--- src/rtl/muldiv_ctrl_if.sv ---
// Request/result, multiplier and divider AXIS signals of the mul/div sequencer.
// slave = controller side, master = pipeline/arithmetic-core side.
interface muldiv_ctrl_if;
    logic        op_valid;
    logic [3:0]  op;
    logic [31:0] src1;
    logic [31:0] src2;
    logic        op_ready;
    logic        cancel;
    logic        res_valid;
    logic        res_ready;
    logic [31:0] res_hi;
    logic [31:0] res_lo;
    logic [32:0] mul_a;
    logic [32:0] mul_b;
    logic [65:0] mul_p;
    logic        dvd_tvalid;
    logic        dvd_tready;
    logic [32:0] dvd_tdata;
    logic        dvs_tvalid;
    logic        dvs_tready;
    logic [32:0] dvs_tdata;
    logic        dout_tvalid;
    logic [79:0] dout_tdata;

    modport slave (
        input  op_valid, op, src1, src2, cancel, res_ready, mul_p,
               dvd_tready, dvs_tready, dout_tvalid, dout_tdata,
        output op_ready, res_valid, res_hi, res_lo, mul_a, mul_b,
               dvd_tvalid, dvd_tdata, dvs_tvalid, dvs_tdata
    );

    modport master (
        output op_valid, op, src1, src2, cancel, res_ready, mul_p,
               dvd_tready, dvs_tready, dout_tvalid, dout_tdata,
        input  op_ready, res_valid, res_hi, res_lo, mul_a, mul_b,
               dvd_tvalid, dvd_tdata, dvs_tvalid, dvs_tdata
    );
endinterface

--- src/rtl/muldiv_ctrl.sv ---
// Sequencer for the shared pipelined multiplier and AXIS divider core.
// Optional macro DIV_ZERO_FAST_EN: divide by zero bypasses the divider core.
module muldiv_ctrl #(
    parameter int MUL_LAT = 5
) (
    input logic          clk,
    input logic          resetn,
    muldiv_ctrl_if.slave bus
);
    typedef enum logic [2:0] {
        IDLE, MUL_WAIT, DIV_SEND, DIV_WAIT, DIV_DRAIN, DONE
    } state_t;

    localparam int CNT_W = $clog2(MUL_LAT + 1);

    state_t           state_q, state_d;
    logic [CNT_W-1:0] cnt_q, cnt_d;
    logic [32:0]      opa_q, opa_d, opb_q, opb_d;
    logic             dvd_tvalid_q, dvd_tvalid_d, dvs_tvalid_q, dvs_tvalid_d;
    logic             dvd_sent_q, dvd_sent_d, dvs_sent_q, dvs_sent_d;
    logic             kill_q, kill_d;
    logic             res_valid_q, res_valid_d;
    logic [31:0]      res_hi_q, res_hi_d, res_lo_q, res_lo_d;

    logic        is_mul, is_mulu, is_div, is_signed, accept, div_fast;
    logic        dvd_done, dvs_done;
    logic [32:0] ext_a, ext_b;
    logic        unused_bits;

    // One-hot op with priority mul > mulu > div > divu
    assign is_mul    = bus.op[0];
    assign is_mulu   = bus.op[1] & ~bus.op[0];
    assign is_div    = bus.op[2] & ~bus.op[1] & ~bus.op[0];
    assign is_signed = is_mul | is_div;
    assign accept    = bus.op_valid & (state_q == IDLE) & ~bus.cancel & (|bus.op);
    assign ext_a     = {is_signed & bus.src1[31], bus.src1};
    assign ext_b     = {is_signed & bus.src2[31], bus.src2};

`ifdef DIV_ZERO_FAST_EN
    assign div_fast = (bus.src2 == 32'd0);
`else
    assign div_fast = 1'b0;
`endif

    // A channel counts as sent if it handshakes on this very edge too
    assign dvd_done = dvd_sent_q | (dvd_tvalid_q & bus.dvd_tready);
    assign dvs_done = dvs_sent_q | (dvs_tvalid_q & bus.dvs_tready);

    always_comb begin
        state_d      = state_q;
        cnt_d        = cnt_q;
        opa_d        = opa_q;
        opb_d        = opb_q;
        dvd_tvalid_d = dvd_tvalid_q;
        dvs_tvalid_d = dvs_tvalid_q;
        dvd_sent_d   = dvd_sent_q;
        dvs_sent_d   = dvs_sent_q;
        kill_d       = kill_q;
        res_valid_d  = res_valid_q;
        res_hi_d     = res_hi_q;
        res_lo_d     = res_lo_q;
        case (state_q)
            IDLE: begin
                if (accept) begin
                    opa_d = ext_a;
                    opb_d = ext_b;
                    if (is_mul | is_mulu) begin
                        state_d = MUL_WAIT;
                        cnt_d   = CNT_W'(1);
                    end else if (div_fast) begin
                        state_d     = DONE;
                        res_lo_d    = 32'hFFFF_FFFF;
                        res_hi_d    = bus.src1;
                        res_valid_d = 1'b1;
                    end else begin
                        state_d      = DIV_SEND;
                        dvd_tvalid_d = 1'b1;
                        dvs_tvalid_d = 1'b1;
                        dvd_sent_d   = 1'b0;
                        dvs_sent_d   = 1'b0;
                        kill_d       = 1'b0;
                    end
                end
            end
            MUL_WAIT: begin
                if (bus.cancel) begin
                    state_d = IDLE;
                    cnt_d   = '0;
                end else if (cnt_q == CNT_W'(MUL_LAT)) begin
                    state_d     = DONE;
                    cnt_d       = '0;
                    res_hi_d    = bus.mul_p[63:32];
                    res_lo_d    = bus.mul_p[31:0];
                    res_valid_d = 1'b1;
                end else begin
                    cnt_d = cnt_q + CNT_W'(1);
                end
            end
            DIV_SEND: begin
                if (dvd_tvalid_q & bus.dvd_tready) begin
                    dvd_tvalid_d = 1'b0;
                    dvd_sent_d   = 1'b1;
                end
                if (dvs_tvalid_q & bus.dvs_tready) begin
                    dvs_tvalid_d = 1'b0;
                    dvs_sent_d   = 1'b1;
                end
                if (bus.cancel & ~dvd_done & ~dvs_done) begin
                    state_d      = IDLE;
                    dvd_tvalid_d = 1'b0;
                    dvs_tvalid_d = 1'b0;
                    kill_d       = 1'b0;
                end else begin
                    // Half-sent op must still complete so the core is not left waiting
                    kill_d = kill_q | bus.cancel;
                    if (dvd_done & dvs_done) begin
                        state_d    = (kill_q | bus.cancel) ? DIV_DRAIN : DIV_WAIT;
                        kill_d     = 1'b0;
                        dvd_sent_d = 1'b0;
                        dvs_sent_d = 1'b0;
                    end
                end
            end
            DIV_WAIT: begin
                if (bus.cancel) begin
                    state_d = bus.dout_tvalid ? IDLE : DIV_DRAIN;
                end else if (bus.dout_tvalid) begin
                    state_d     = DONE;
                    res_lo_d    = bus.dout_tdata[71:40];
                    res_hi_d    = bus.dout_tdata[31:0];
                    res_valid_d = 1'b1;
                end
            end
            DIV_DRAIN: begin
                if (bus.dout_tvalid) begin
                    state_d = IDLE;
                end
            end
            DONE: begin
                if (bus.cancel | bus.res_ready) begin
                    state_d     = IDLE;
                    res_valid_d = 1'b0;
                end
            end
            default: begin
                state_d = IDLE;
            end
        endcase
    end

    always_ff @(posedge clk) begin
        if (!resetn) begin
            state_q      <= IDLE;
            cnt_q        <= '0;
            opa_q        <= '0;
            opb_q        <= '0;
            dvd_tvalid_q <= 1'b0;
            dvs_tvalid_q <= 1'b0;
            dvd_sent_q   <= 1'b0;
            dvs_sent_q   <= 1'b0;
            kill_q       <= 1'b0;
            res_valid_q  <= 1'b0;
            res_hi_q     <= '0;
            res_lo_q     <= '0;
        end else begin
            state_q      <= state_d;
            cnt_q        <= cnt_d;
            opa_q        <= opa_d;
            opb_q        <= opb_d;
            dvd_tvalid_q <= dvd_tvalid_d;
            dvs_tvalid_q <= dvs_tvalid_d;
            dvd_sent_q   <= dvd_sent_d;
            dvs_sent_q   <= dvs_sent_d;
            kill_q       <= kill_d;
            res_valid_q  <= res_valid_d;
            res_hi_q     <= res_hi_d;
            res_lo_q     <= res_lo_d;
        end
    end

    assign bus.op_ready   = (state_q == IDLE);
    assign bus.res_valid  = res_valid_q;
    assign bus.res_hi     = res_hi_q;
    assign bus.res_lo     = res_lo_q;
    assign bus.mul_a      = opa_q;
    assign bus.mul_b      = opb_q;
    assign bus.dvd_tvalid = dvd_tvalid_q;
    assign bus.dvd_tdata  = opa_q;
    assign bus.dvs_tvalid = dvs_tvalid_q;
    assign bus.dvs_tdata  = opb_q;

    // Product/divider bits that never reach the 32-bit result registers
    assign unused_bits = ^{bus.mul_p[65:64], bus.dout_tdata[79:72], bus.dout_tdata[39:32]};
endmodule

--- src/flat_wrapper.sv ---
// flat-port wrapper written by rule: the top's interface ports become plain ports
module muldiv_ctrl_flat 
#(
    parameter int MUL_LAT = 5
)
  (clk, resetn, bus_op_valid, bus_op, bus_src1, bus_src2, bus_cancel, bus_res_ready, bus_mul_p, bus_dvd_tready, bus_dvs_tready, bus_dout_tvalid, bus_dout_tdata, bus_op_ready, bus_res_valid, bus_res_hi, bus_res_lo, bus_mul_a, bus_mul_b, bus_dvd_tvalid, bus_dvd_tdata, bus_dvs_tvalid, bus_dvs_tdata);
  muldiv_ctrl_if bus_i ();
  input logic clk;
  input logic resetn;
  input wire logic [$bits(bus_i.op_valid)-1:0] bus_op_valid;
  input wire logic [$bits(bus_i.op)-1:0] bus_op;
  input wire logic [$bits(bus_i.src1)-1:0] bus_src1;
  input wire logic [$bits(bus_i.src2)-1:0] bus_src2;
  input wire logic [$bits(bus_i.cancel)-1:0] bus_cancel;
  input wire logic [$bits(bus_i.res_ready)-1:0] bus_res_ready;
  input wire logic [$bits(bus_i.mul_p)-1:0] bus_mul_p;
  input wire logic [$bits(bus_i.dvd_tready)-1:0] bus_dvd_tready;
  input wire logic [$bits(bus_i.dvs_tready)-1:0] bus_dvs_tready;
  input wire logic [$bits(bus_i.dout_tvalid)-1:0] bus_dout_tvalid;
  input wire logic [$bits(bus_i.dout_tdata)-1:0] bus_dout_tdata;
  output wire logic [$bits(bus_i.op_ready)-1:0] bus_op_ready;
  output wire logic [$bits(bus_i.res_valid)-1:0] bus_res_valid;
  output wire logic [$bits(bus_i.res_hi)-1:0] bus_res_hi;
  output wire logic [$bits(bus_i.res_lo)-1:0] bus_res_lo;
  output wire logic [$bits(bus_i.mul_a)-1:0] bus_mul_a;
  output wire logic [$bits(bus_i.mul_b)-1:0] bus_mul_b;
  output wire logic [$bits(bus_i.dvd_tvalid)-1:0] bus_dvd_tvalid;
  output wire logic [$bits(bus_i.dvd_tdata)-1:0] bus_dvd_tdata;
  output wire logic [$bits(bus_i.dvs_tvalid)-1:0] bus_dvs_tvalid;
  output wire logic [$bits(bus_i.dvs_tdata)-1:0] bus_dvs_tdata;
  assign bus_i.op_valid = bus_op_valid;
  assign bus_i.op = bus_op;
  assign bus_i.src1 = bus_src1;
  assign bus_i.src2 = bus_src2;
  assign bus_i.cancel = bus_cancel;
  assign bus_i.res_ready = bus_res_ready;
  assign bus_i.mul_p = bus_mul_p;
  assign bus_i.dvd_tready = bus_dvd_tready;
  assign bus_i.dvs_tready = bus_dvs_tready;
  assign bus_i.dout_tvalid = bus_dout_tvalid;
  assign bus_i.dout_tdata = bus_dout_tdata;
  assign bus_op_ready = bus_i.op_ready;
  assign bus_res_valid = bus_i.res_valid;
  assign bus_res_hi = bus_i.res_hi;
  assign bus_res_lo = bus_i.res_lo;
  assign bus_mul_a = bus_i.mul_a;
  assign bus_mul_b = bus_i.mul_b;
  assign bus_dvd_tvalid = bus_i.dvd_tvalid;
  assign bus_dvd_tdata = bus_i.dvd_tdata;
  assign bus_dvs_tvalid = bus_i.dvs_tvalid;
  assign bus_dvs_tdata = bus_i.dvs_tdata;
  muldiv_ctrl #(.MUL_LAT(MUL_LAT)) u_core (.clk(clk), .resetn(resetn), .bus(bus_i));
endmodule
--- config.mk ---
export PLATFORM = sky130hd
export DESIGN_NAME = muldiv_ctrl_flat
export DESIGN_NICKNAME = d
export VERILOG_FILES = /design/src/rtl/muldiv_ctrl_if.sv /design/src/rtl/muldiv_ctrl.sv /design/src/flat_wrapper.sv
export SDC_FILE = /design/constraint.sdc
export NUM_CORES = 1
export LEC_CHECK = 0
export ABC_AREA = 1
export BUFFER_PORTS_ARGS = -buffer_cell sky130_fd_sc_hd__buf_2
export CORE_AREA = 3 3 161 163
export CTS_CLUSTER_DIAMETER = 100
export CTS_CLUSTER_SIZE = 10
export DETAILED_ROUTE_END_ITERATION = 6
export DIE_AREA = 0 0 164 166
export SYNTH_ARGS = -nofsm -noshare
export SYNTH_HDL_FRONTEND = slang
export SYNTH_SLANG_ARGS = --single-unit
--- constraint.sdc ---
create_clock -name clk -period 1.5 [get_ports clk]
set_clock_uncertainty 0.05 [all_clocks]
set_input_delay 0.15 -clock clk [delete_from_list [all_inputs] [get_ports clk]]
set_output_delay 0.15 -clock clk [all_outputs]
set_load 0.03 [all_outputs]
==> results.toml, run 1 <==
[run_status]
run_status = "finished with violations"
violations = "setup timing"

[drt]
num_vias = 7503
wl_per_cell_um = 14.6
viasPerCell = 4.33
drt_first_iter_violations = 273
drc_errors = 0
drtPass1Iterations = 4
postRouteAntennaNets = 0
drt_wl_total_mm = 25.3

[logic_synthesis]
synthCells = 971
post_synth_fa_ha_maj_area_fraction = 0
ys.warnings.count = 0
synth_top_cell_by_area = "sky130_fd_sc_hd__dfxtp_1"
ys_types = 25
synth_sequential_area_ratio = 0.426
ys_top_cells_by_area = "sky130_fd_sc_hd__dfxtp_1 (43%), sky130_fd_sc_hd__nand2_1 (13%), sky130_fd_sc_hd__nor2_1 (8.6%)"
post_synthesis_xor_xnor_area_fraction = 0
synth_async_sr_flop_share = 0
synth_simple_gate_area_share = 0.234
synth_seq_cells = 142
synthFlopType = "sky130_fd_sc_hd__dfxtp_1"
post_synth_most_frequent_cells = "sky130_fd_sc_hd__nand2_1 (231), sky130_fd_sc_hd__nor2_1 (153), sky130_fd_sc_hd__dfxtp_1 (142)"
post_synth_mux_area_share = 0
main_combinational_cell_family_by_area_after_synthesis = "simple AND/OR/NAND/NOR gates"
synth_enable_flop_cells = 0
syn-num-nets = 1193
syn_area_um2 = 6680
yosysTopAreaCellShare = 0.426
most_frequently_used_cell_type_in_the_post_synthesis_netlist = "sky130_fd_sc_hd__nand2_1"
avgSynthCellArea_um2 = 6.88
synth_compound_area_frac = 0.164

[cts]
tritoncts = "built"
num_cts_buffers = 17
source_to_sink_clock_delay_at_the_later_pin_of_the_worst_skew_pair_ns = 0.41
clock_sink_count = 142
maximum_number_of_buffers_from_clock_root_to_sink = 2
htree_num_levels = 4
cts.root.buffer_cell = "sky130_fd_sc_hd__clkbuf_16"
clk_transition_reported_paths_ns = 0.07

[place]
place.gp.congestion = 0.860
post-dp-hpwl_mm = 17.6
count_of_input_and_output_buffers = 403
dp.cells = 1613

[global_routing]
grt_start_max_net_pins = 61
gr-total-overflow = 0
grt_antenna_before_repair = 2
via_count_of_the_first_global_routing_pass = 6966
grt_use_total = 0.168
grt_first_pass_wirelength_mm = 36.1

[power_and_ir_drop]
static-leakage-power_nw = 5.43
irDropWorstVdd_mv = 0.672
power.density_nw_per_um2 = 1500

[setup_path]
cp_top_family = "buffers and inverters"
setup.worst_path.end_class = "flop"
rr_startpoint = "u_core.state_q[0]"
arrival_ns = 1.84
timing.reg2reg.worst_path_depth = 8
timing.critical_path.buf_inv = 4
worst_path_largest_cell_delay_ns = 0.39
critical-path-slowest-cell = "sky130_fd_sc_hd__dfxtp_4"
path_common_cell = "sky130_fd_sc_hd__buf_12"
worst_setup_path_start_kind = "flop"
crit_chain = "inv_4 > nor2_2 > nand2_2 > or2_4 > buf_12 > buf_12 > clkbuf_16 > a21oi_2"
worst_setup_path_startpoint = "u_core.state_q[0]"
reg2reg_setup_slack_ns = -0.05
setup.worst_path.class = "reg -> reg"
worstReg2RegEnd = "u_core.bus.res_hi[14]"
crit_required_ns = 1.79
critical_path.max_fanout = 5

[worst_hold_path]
whs_path_depth = 5
worstHoldPathType = "in -> reg"
whs_endpoint = "u_core.bus.res_hi[20]"
hp-start = "bus_mul_p[52]"

[cells_and_area]
finish.cell_count_without_fillers = 1733
layout.nets = 1617
area_delta_synth_final_pct = 60.9
post_route_cells_drive_above_1_share = 0.428
fillers = 2500

[die]
die_area_um2 = 27200
die_width_um = 164
core_area_um2 = 24500
rows = 57
die_y_um = 166
design.portCount = 422
floorplan.initialDensity = 0.273

[job]
drv_cap = 0

[timing]
timing.slew.headroom = 0.721
fmax_ghz = 0.646
min_period_over_period = 1.03
rsz0062_at_grt = "true"
shortest_period_the_worst_path_allows_ns = 1.55
timing.final.setup_violations = 41
tightestPinTransition_ns = 0.418
timing.final.ws_setup_ns = -0.0469
hold_viol = 0
finalHoldWorstSlack_ns = 0.0459
timing.final.max_slew_violations = 0
-- cell type report --
| class | count | area (um2) | share of cell area |
|---|---|---|---|
| sequential | 142 | 2860 | 0.266 |
| clock buffer | 17 | 425 | 0.0396 |
| clock inverter | 15 | 148 | 0.0137 |
| multi-input combinational | 622 | 3040 | 0.283 |
| timing repair buffer | 528 | 3540 | 0.329 |
| antenna | 1 | 2.50 | 0.000233 |
| inverter | 84 | 333 | 0.0310 |
| tap | 324 | 405 | 0.0377 |
-- logic make-up after synthesis --
logic type / after synthesis
flops: 142
simple gates: 404
compound gates: 217
buf+inv: 208
-- worst reg2reg max path: stages (launching register included) --
cell and delay [ns]:
sky130_fd_sc_hd__dfxtp_4 0.39, sky130_fd_sc_hd__inv_4 0.05, sky130_fd_sc_hd__nor2_2 0.09, sky130_fd_sc_hd__nand2_2 0.07, sky130_fd_sc_hd__or2_4 0.28, sky130_fd_sc_hd__buf_12 0.14
sky130_fd_sc_hd__buf_12 0.14, sky130_fd_sc_hd__clkbuf_16 0.16, sky130_fd_sc_hd__a21oi_2 0.11
-- routing by layer --
layer / GRT usage / vias up / routed length (um)
li1: - / 3852 / -
met1: 0.192 / 3327 / 10100
met2: 0.308 / 304 / 13100
met3: 0.0439 / 20 / 1800
met4: 0.0427 / 0 / 333
met5: 0 / - / 0
-- repair_timing --
item	CTS	global route
buffers inserted	3	4
gates cloned	4	11
gates resized for setup	66	100
endpoints found under the hold margin	67	0
hold buffers	65	0
pin swaps	9	22
endpoints found under the setup margin	134	104
-- through the flow --
stage	instance area (um2)	total power [mW]	worst slack (ns)	util	setup TNS, ns
2_1_floorplan	6680	9.36	0.0141	-	0
3_3_place_gp	8630	10.9	-0.101	0.353	-5.88
3_5_place_dp	8630	10.9	-0.163	0.353	-10.67
4_1_cts	10100	15.7	-0.0443	0.414	-1.47
5_1_grt	10700	17.1	-0.130	0.439	-8.61
6_report	10700	16.1	-0.0469	0.439	-0.786
-- cells in the final DEF (no fill, tap or decap), types with 3 or more instances in the layout --
master,instances
sky130_fd_sc_hd__buf_6,8
sky130_fd_sc_hd__nand3_1,7
sky130_fd_sc_hd__dfxtp_4,3
sky130_fd_sc_hd__buf_2,402
sky130_fd_sc_hd__nand2_2,5
sky130_fd_sc_hd__o21ai_2,49
sky130_fd_sc_hd__nor2_1,144
sky130_fd_sc_hd__clkbuf_16,28
sky130_fd_sc_hd__nand4_1,4
sky130_fd_sc_hd__inv_6,7
sky130_fd_sc_hd__buf_12,11
sky130_fd_sc_hd__nor2_4,4
sky130_fd_sc_hd__inv_1,79
sky130_fd_sc_hd__inv_8,3
sky130_fd_sc_hd__dlygate4sd3_1,65
sky130_fd_sc_hd__o21ai_0,52
sky130_fd_sc_hd__a21oi_2,24
sky130_fd_sc_hd__nand2_1,225
sky130_fd_sc_hd__nor2_2,7
sky130_fd_sc_hd__dfxtp_1,138
sky130_fd_sc_hd__buf_4,27
sky130_fd_sc_hd__o21ai_1,33
sky130_fd_sc_hd__a21oi_1,54
-- flip-flops by register name, indices dropped and copies added (netlist names), 3 cells and up --
register	count
u_core.bus.res_hi	32
u_core.bus.dvs_tdata	33
u_core.state_q	3
u_core.cnt_q	3
u_core.bus.dvd_tdata	33
u_core.bus.res_lo	32
-- power breakdown --
part	total, mW	internal (mW)	switching, mW
Sequential	4.98	4.47	0.510
Clock	4.20	2.34	1.86
Combinational	6.97	2.50	4.47
-- worst max path at each step --
| stage | end | cells past startpoint |
|---|---|---|
| after floorplan | u_core.bus.dvd_tdata[2] | 8 |
| after global placement | u_core.bus.res_hi[1] | 7 |
| after detailed placement | u_core.bus.res_hi[10] | 7 |
| after CTS | u_core.bus.res_hi[15] | 7 |
| after global routing | u_core.bus.res_lo[5] | 9 |
| final | u_core.bus.res_hi[14] | 8 |
Note: power is estimated with default switching activity, not from simulation.
==> run 2, diff against run 1 <==
CAP_MARGIN = 20   (was unset)
GPL_TIMING_DRIVEN = 0   (was unset)
==> results.toml, run 2 (synthesis gave the netlist of run 1 again) <==
[setup_path]
path_common_cell = "sky130_fd_sc_hd__buf_6"
critical-path-slowest-cell = "sky130_fd_sc_hd__dfxtp_2"
arrival_ns = 1.94
critical_path.max_fanout = 10
crit_required_ns = 1.80
cp_top_family = "buffers and inverters"
worst_setup_path_start_kind = "flop"
crit_chain = "buf_6 > nand2_4 > nor2_4 > nand2_2 > o21ai_2 > or2_4 > buf_6 > buf_8 > buf_12 > a21oi_2"
setup.worst_path.end_class = "flop"
timing.critical_path.buf_inv = 4
worst_path_largest_cell_delay_ns = 0.32
setup.worst_path.class = "reg -> reg"

[timing]
finalHoldWorstSlack_ns = 0.0466
tightestPinTransition_ns = 0.879
timing.slew.headroom = 0.414
shortest_period_the_worst_path_allows_ns = 1.65
rsz0062_at_grt = "true"
min_period_over_period = 1.10
timing.final.setup_violations = 86
hold_viol = 0
timing.final.ws_setup_ns = -0.147
fmax_ghz = 0.607
timing.final.max_slew_violations = 0

[place]
count_of_input_and_output_buffers = 402
post-dp-hpwl_mm = 20.3
placed_area_um2 = 9100
place.gp.congestion = 0.875
place_ws_ns = -0.526

[job]
drv_cap = 0

[die]
die_y_um = 166
floorplan.initialDensity = 0.273
rows = 57
die_width_um = 164
die_area_um2 = 27200
design.portCount = 422
core_area_um2 = 24500

[cells_and_area]
layout.nets = 1709
area_delta_synth_final_pct = 73.8
mostFrequentLayoutCells = "sky130_fd_sc_hd__buf_2 (405), sky130_fd_sc_hd__nand2_1 (226), sky130_fd_sc_hd__nor2_1 (144), sky130_fd_sc_hd__dfxtp_1 (138), sky130_fd_sc_hd__buf_4 (85)"
commonest_non_fill_non_tap_cell_in_the_layout = "sky130_fd_sc_hd__buf_2"
design_area_um2 = 11600
post_route_cells_drive_above_1_share = 0.474
diodes = 0

[drt]
drtPass1Iterations = 4
drt_wl_total_mm = 27.3
num_vias = 7888
drc_errors = 0
drt_first_iter_violations = 227
viasPerCell = 4.32
wl_per_cell_um = 14.9
postRouteAntennaNets = 0

[global_routing]
grt_first_pass_wirelength_mm = 40.7
grt_start_max_net_pins = 17
gr-total-overflow = 0
grt_antenna_before_repair = 0
via_count_of_the_first_global_routing_pass = 7523
grt_use_total = 0.191

[cts]
cts.root.buffer_cell = "sky130_fd_sc_hd__clkbuf_16"
htree_num_levels = 4
source_to_sink_clock_delay_at_the_later_pin_of_the_worst_skew_pair_ns = 0.41
clk_transition_reported_paths_ns = 0.07
tritoncts = "built"
maximum_number_of_buffers_from_clock_root_to_sink = 2
num_cts_buffers = 17
clock_sink_count = 142

[power_and_ir_drop]
irDropWorstVdd_mv = 0.619
static-leakage-power_nw = 5.87
power.density_nw_per_um2 = 1490

[run_status]
run_status = "finished with violations"
violations = "setup timing"

[worst_hold_path]
worstHoldPathType = "in -> reg"
run 2: where the power goes:
| part | switching [mW] | total, mW | leakage, nW | internal, mW |
|---|---|---|---|---|
| combinational | 4.73 | 7.85 | 4.42 | 3.12 |
| clock | 1.80 | 4.39 | 0.291 | 2.59 |
| sequential | 0.537 | 5.01 | 1.16 | 4.47 |
| total | 7.07 | 17.3 | 5.87 | 10.2 |
run 2: final cells by class:
type	instances	area, um2
Buffer	124	1110
Clock buffer	20	457
Clock inverter	12	148
Fill cell	2446	12900
Inverter	84	323
Multi-Input combinational cell	621	3200
Sequential cell	142	2860
Tap cell	324	405
Timing Repair Buffer	497	3110
run 2: repair_timing:
item | 4_1_cts | 5_1_grt
endpoints found under the hold margin | 68 | 0
gates resized for setup | 154 | 165
buffers inserted | 13 | 6
gates cloned | 5 | 6
endpoints found under the setup margin | 140 | 143
pin swaps | 19 | 7
hold buffers | 66 | 0
run 2: stage by stage:
stage,setup TNS (ns),power (mW),instances,utilization
2_1_floorplan,0,9.36,971,-
3_3_place_gp,-30.79,11.3,1697,0.372
3_5_place_dp,-31.91,11.3,1697,0.372
4_1_cts,-6.47,16.8,1813,0.451
5_1_grt,-16.58,18.3,1824,0.474
6_report,-6.88,17.3,1824,0.474
run 2: per-layer routing:
metal / GRT usage / up-vias / share of wire
met5: 0 / - / 0
met1: 0.216 / 3539 / 0.39
li1: - / 4025 / -
met4: 0.0614 / 0 / 0.021
met2: 0.355 / 298 / 0.52
met3: 0.0372 / 26 / 0.069
run 2: worst paths after layout:
check	cells past startpoint	from	slack, ns	endpoint
hold / removal	5	bus_mul_p[37]	0.05	u_core.bus.res_hi[5]
hold reg to reg	2	u_core.bus.res_hi[24]	0.39	u_core.bus.res_hi[24]
setup reg to reg	10	u_core.state_q[0]	-0.15	u_core.bus.res_hi[28]
setup / recovery	10	u_core.state_q[0]	-0.15	u_core.bus.res_hi[28]
run 2: worst min-delay path: cells and delay by family:
kind,cells,cell delay [ns]
AOI/OAI and AO/OA,2,0.15
and+or+nand+nor,2,0.10
buffers and inverters,1,0.08
==> run 3, diff against run 2 <==
BUFFER_PORTS_ARGS = -buffer_cell sky130_fd_sc_hd__buf_4   (was -buffer_cell sky130_fd_sc_hd__buf_2)
==> results.toml, run 3 (synthesis gave the netlist of run 1 again) <==
[cts]
tritoncts = "built"
num_cts_buffers = 17
cts.root.buffer_cell = "sky130_fd_sc_hd__clkbuf_16"
clk_transition_reported_paths_ns = 0.06
htree_num_levels = 4
clock_sink_count = 142
source_to_sink_clock_delay_at_the_later_pin_of_the_worst_skew_pair_ns = 0.41
maximum_number_of_buffers_from_clock_root_to_sink = 2

[power_and_ir_drop]
design_power_mw = 17.6
power.density_nw_per_um2 = 1410
irDropWorstVdd_mv = 0.706
static-leakage-power_nw = 6.02

[cells_and_area]
mostFrequentLayoutCells = "sky130_fd_sc_hd__buf_4 (484), sky130_fd_sc_hd__nand2_1 (225), sky130_fd_sc_hd__nor2_1 (148), sky130_fd_sc_hd__dfxtp_1 (137), sky130_fd_sc_hd__inv_1 (79)"
commonest_non_fill_non_tap_cell_in_the_layout = "sky130_fd_sc_hd__buf_4"
post_route_cells_drive_above_1_share = 0.462
design_area_um2 = 12500
area_delta_synth_final_pct = 87.2
layout.core_utilization = 0.511
layout.nets = 1702
diodes = 0
finish.cell_count_without_fillers = 1816

[timing]
fin_tns_setup_ns = -3.56
timing.final.setup_violations = 62
finalHoldWorstSlack_ns = 0.0373
fmax_ghz = 0.620
timing.final.max_slew_violations = 0
rsz0062_at_grt = "true"
shortest_period_the_worst_path_allows_ns = 1.61
min_period_over_period = 1.08
hold_viol = 0
timing.final.ws_setup_ns = -0.113
tightestPinTransition_ns = 0.847
timing.slew.headroom = 0.436

[place]
placed_area_um2 = 10100
dp.cells = 1697
place_ws_ns = -0.566
count_of_input_and_output_buffers = 402
post-dp-hpwl_mm = 21.0
place.gp.congestion = 0.872

[die]
rows = 57
core_area_um2 = 24500
design.portCount = 422
die_y_um = 166
die_width_um = 164
floorplan.initialDensity = 0.273
die_area_um2 = 27200

[drt]
drtPass1Iterations = 4
viasPerCell = 4.33
drc_errors = 0
wl_per_cell_um = 15.5
num_vias = 7864
drt_wl_total_mm = 28.1
drt_first_iter_violations = 228
postRouteAntennaNets = 0

[setup_path]
critical-path-slowest-cell = "sky130_fd_sc_hd__dfxtp_4"
worst_setup_path_start_kind = "flop"
timing.reg2reg.worst_path_depth = 8
worst_path_largest_cell_delay_ns = 0.37
reg2reg_setup_slack_ns = -0.11
worstReg2RegEnd = "u_core.bus.res_lo[13]"
timing.critical_path.buf_inv = 3
rr_startpoint = "u_core.state_q[0]"
setup.worst_path.class = "reg -> reg"
arrival_ns = 1.86
cp_top_family = "buffers and inverters"
crit_required_ns = 1.75
crit_chain = "buf_4 > nand2_2 > o21ai_2 > or2_4 > clkbuf_16 > clkbuf_16 > o21ai_4 > a21oi_2"
path_common_cell = "sky130_fd_sc_hd__clkbuf_16"
setup.worst_path.end_class = "flop"
critical_path.max_fanout = 5

[global_routing]
via_count_of_the_first_global_routing_pass = 7723
grt_first_pass_wirelength_mm = 41.1
gr-total-overflow = 0
grt_antenna_before_repair = 0
grt_use_total = 0.193
grt_start_max_net_pins = 17

[run_status]
run_status = "finished with violations"
violations = "setup timing"

[job]
drv_cap = 0

[worst_hold_path]
hp-start = "bus_mul_p[2]"
worstHoldPathType = "in -> reg"
whs_endpoint = "u_core.bus.res_lo[2]"
whs_path_depth = 5
[run 3: repair_timing]
item / CTS / global route
cloned: 5 / 7
pin swaps: 16 / 7
endpoints found under the setup margin: 140 / 143
resized for setup: 170 / 120
setup buffers: 10 / 2
hold endpoints to repair: 68 / 0
hold buffers: 66 / 0
[run 3: per-layer routing]
metal | track usage | wire, um | vias up | part of all wire
li1 | - | - | 4000 | -
met1 | 0.213 | 10800 | 3537 | 0.38
met2 | 0.360 | 14600 | 295 | 0.52
met3 | 0.0466 | 2070 | 32 | 0.074
met4 | 0.0618 | 581 | 0 | 0.021
met5 | 0 | 0 | - | 0
[run 3: worst max-delay path by stage]
stage,slack (ns),startpoint,endpoint,cells after the start
after floorplan,0.01,u_core.state_q[2],u_core.bus.dvd_tdata[2],8
after global placement,-0.53,u_core.state_q[2],u_core.bus.dvs_tdata[24],8
after detailed placement,-0.57,u_core.state_q[2],u_core.bus.dvs_tdata[24],8
after CTS,-0.08,u_core.state_q[2],u_core.bus.dvs_tdata[24],8
after global routing,-0.18,u_core.state_q[2],u_core.bus.dvd_tdata[32],9
final,-0.11,u_core.state_q[0],u_core.bus.res_lo[13],8
[run 3: worst register-to-register path, delay by kind of cell, from the launching register on]
family / cells / cell delay, ns
compound gates: 3 / 0.22
simple gates: 2 / 0.36
flops: 1 / 0.37
buf+inv: 3 / 0.51
[run 3: layout make-up]
class,instances,area [um2]
fill,2431,12000
sequential,142,2860
multi-input combinational,621,3190
clock inverter,12,161
inverter,84,320
timing repair buffer,491,4030
tap,324,405
buffer,123,1110
clock buffer,19,433
[run 3: power breakdown]
| group | total (mW) | switching [mW] | internal (mW) |
|---|---|---|---|
| Sequential | 5.04 | 0.565 | 4.48 |
| Clock | 4.35 | 1.72 | 2.62 |
| Combinational | 8.23 | 4.66 | 3.56 |
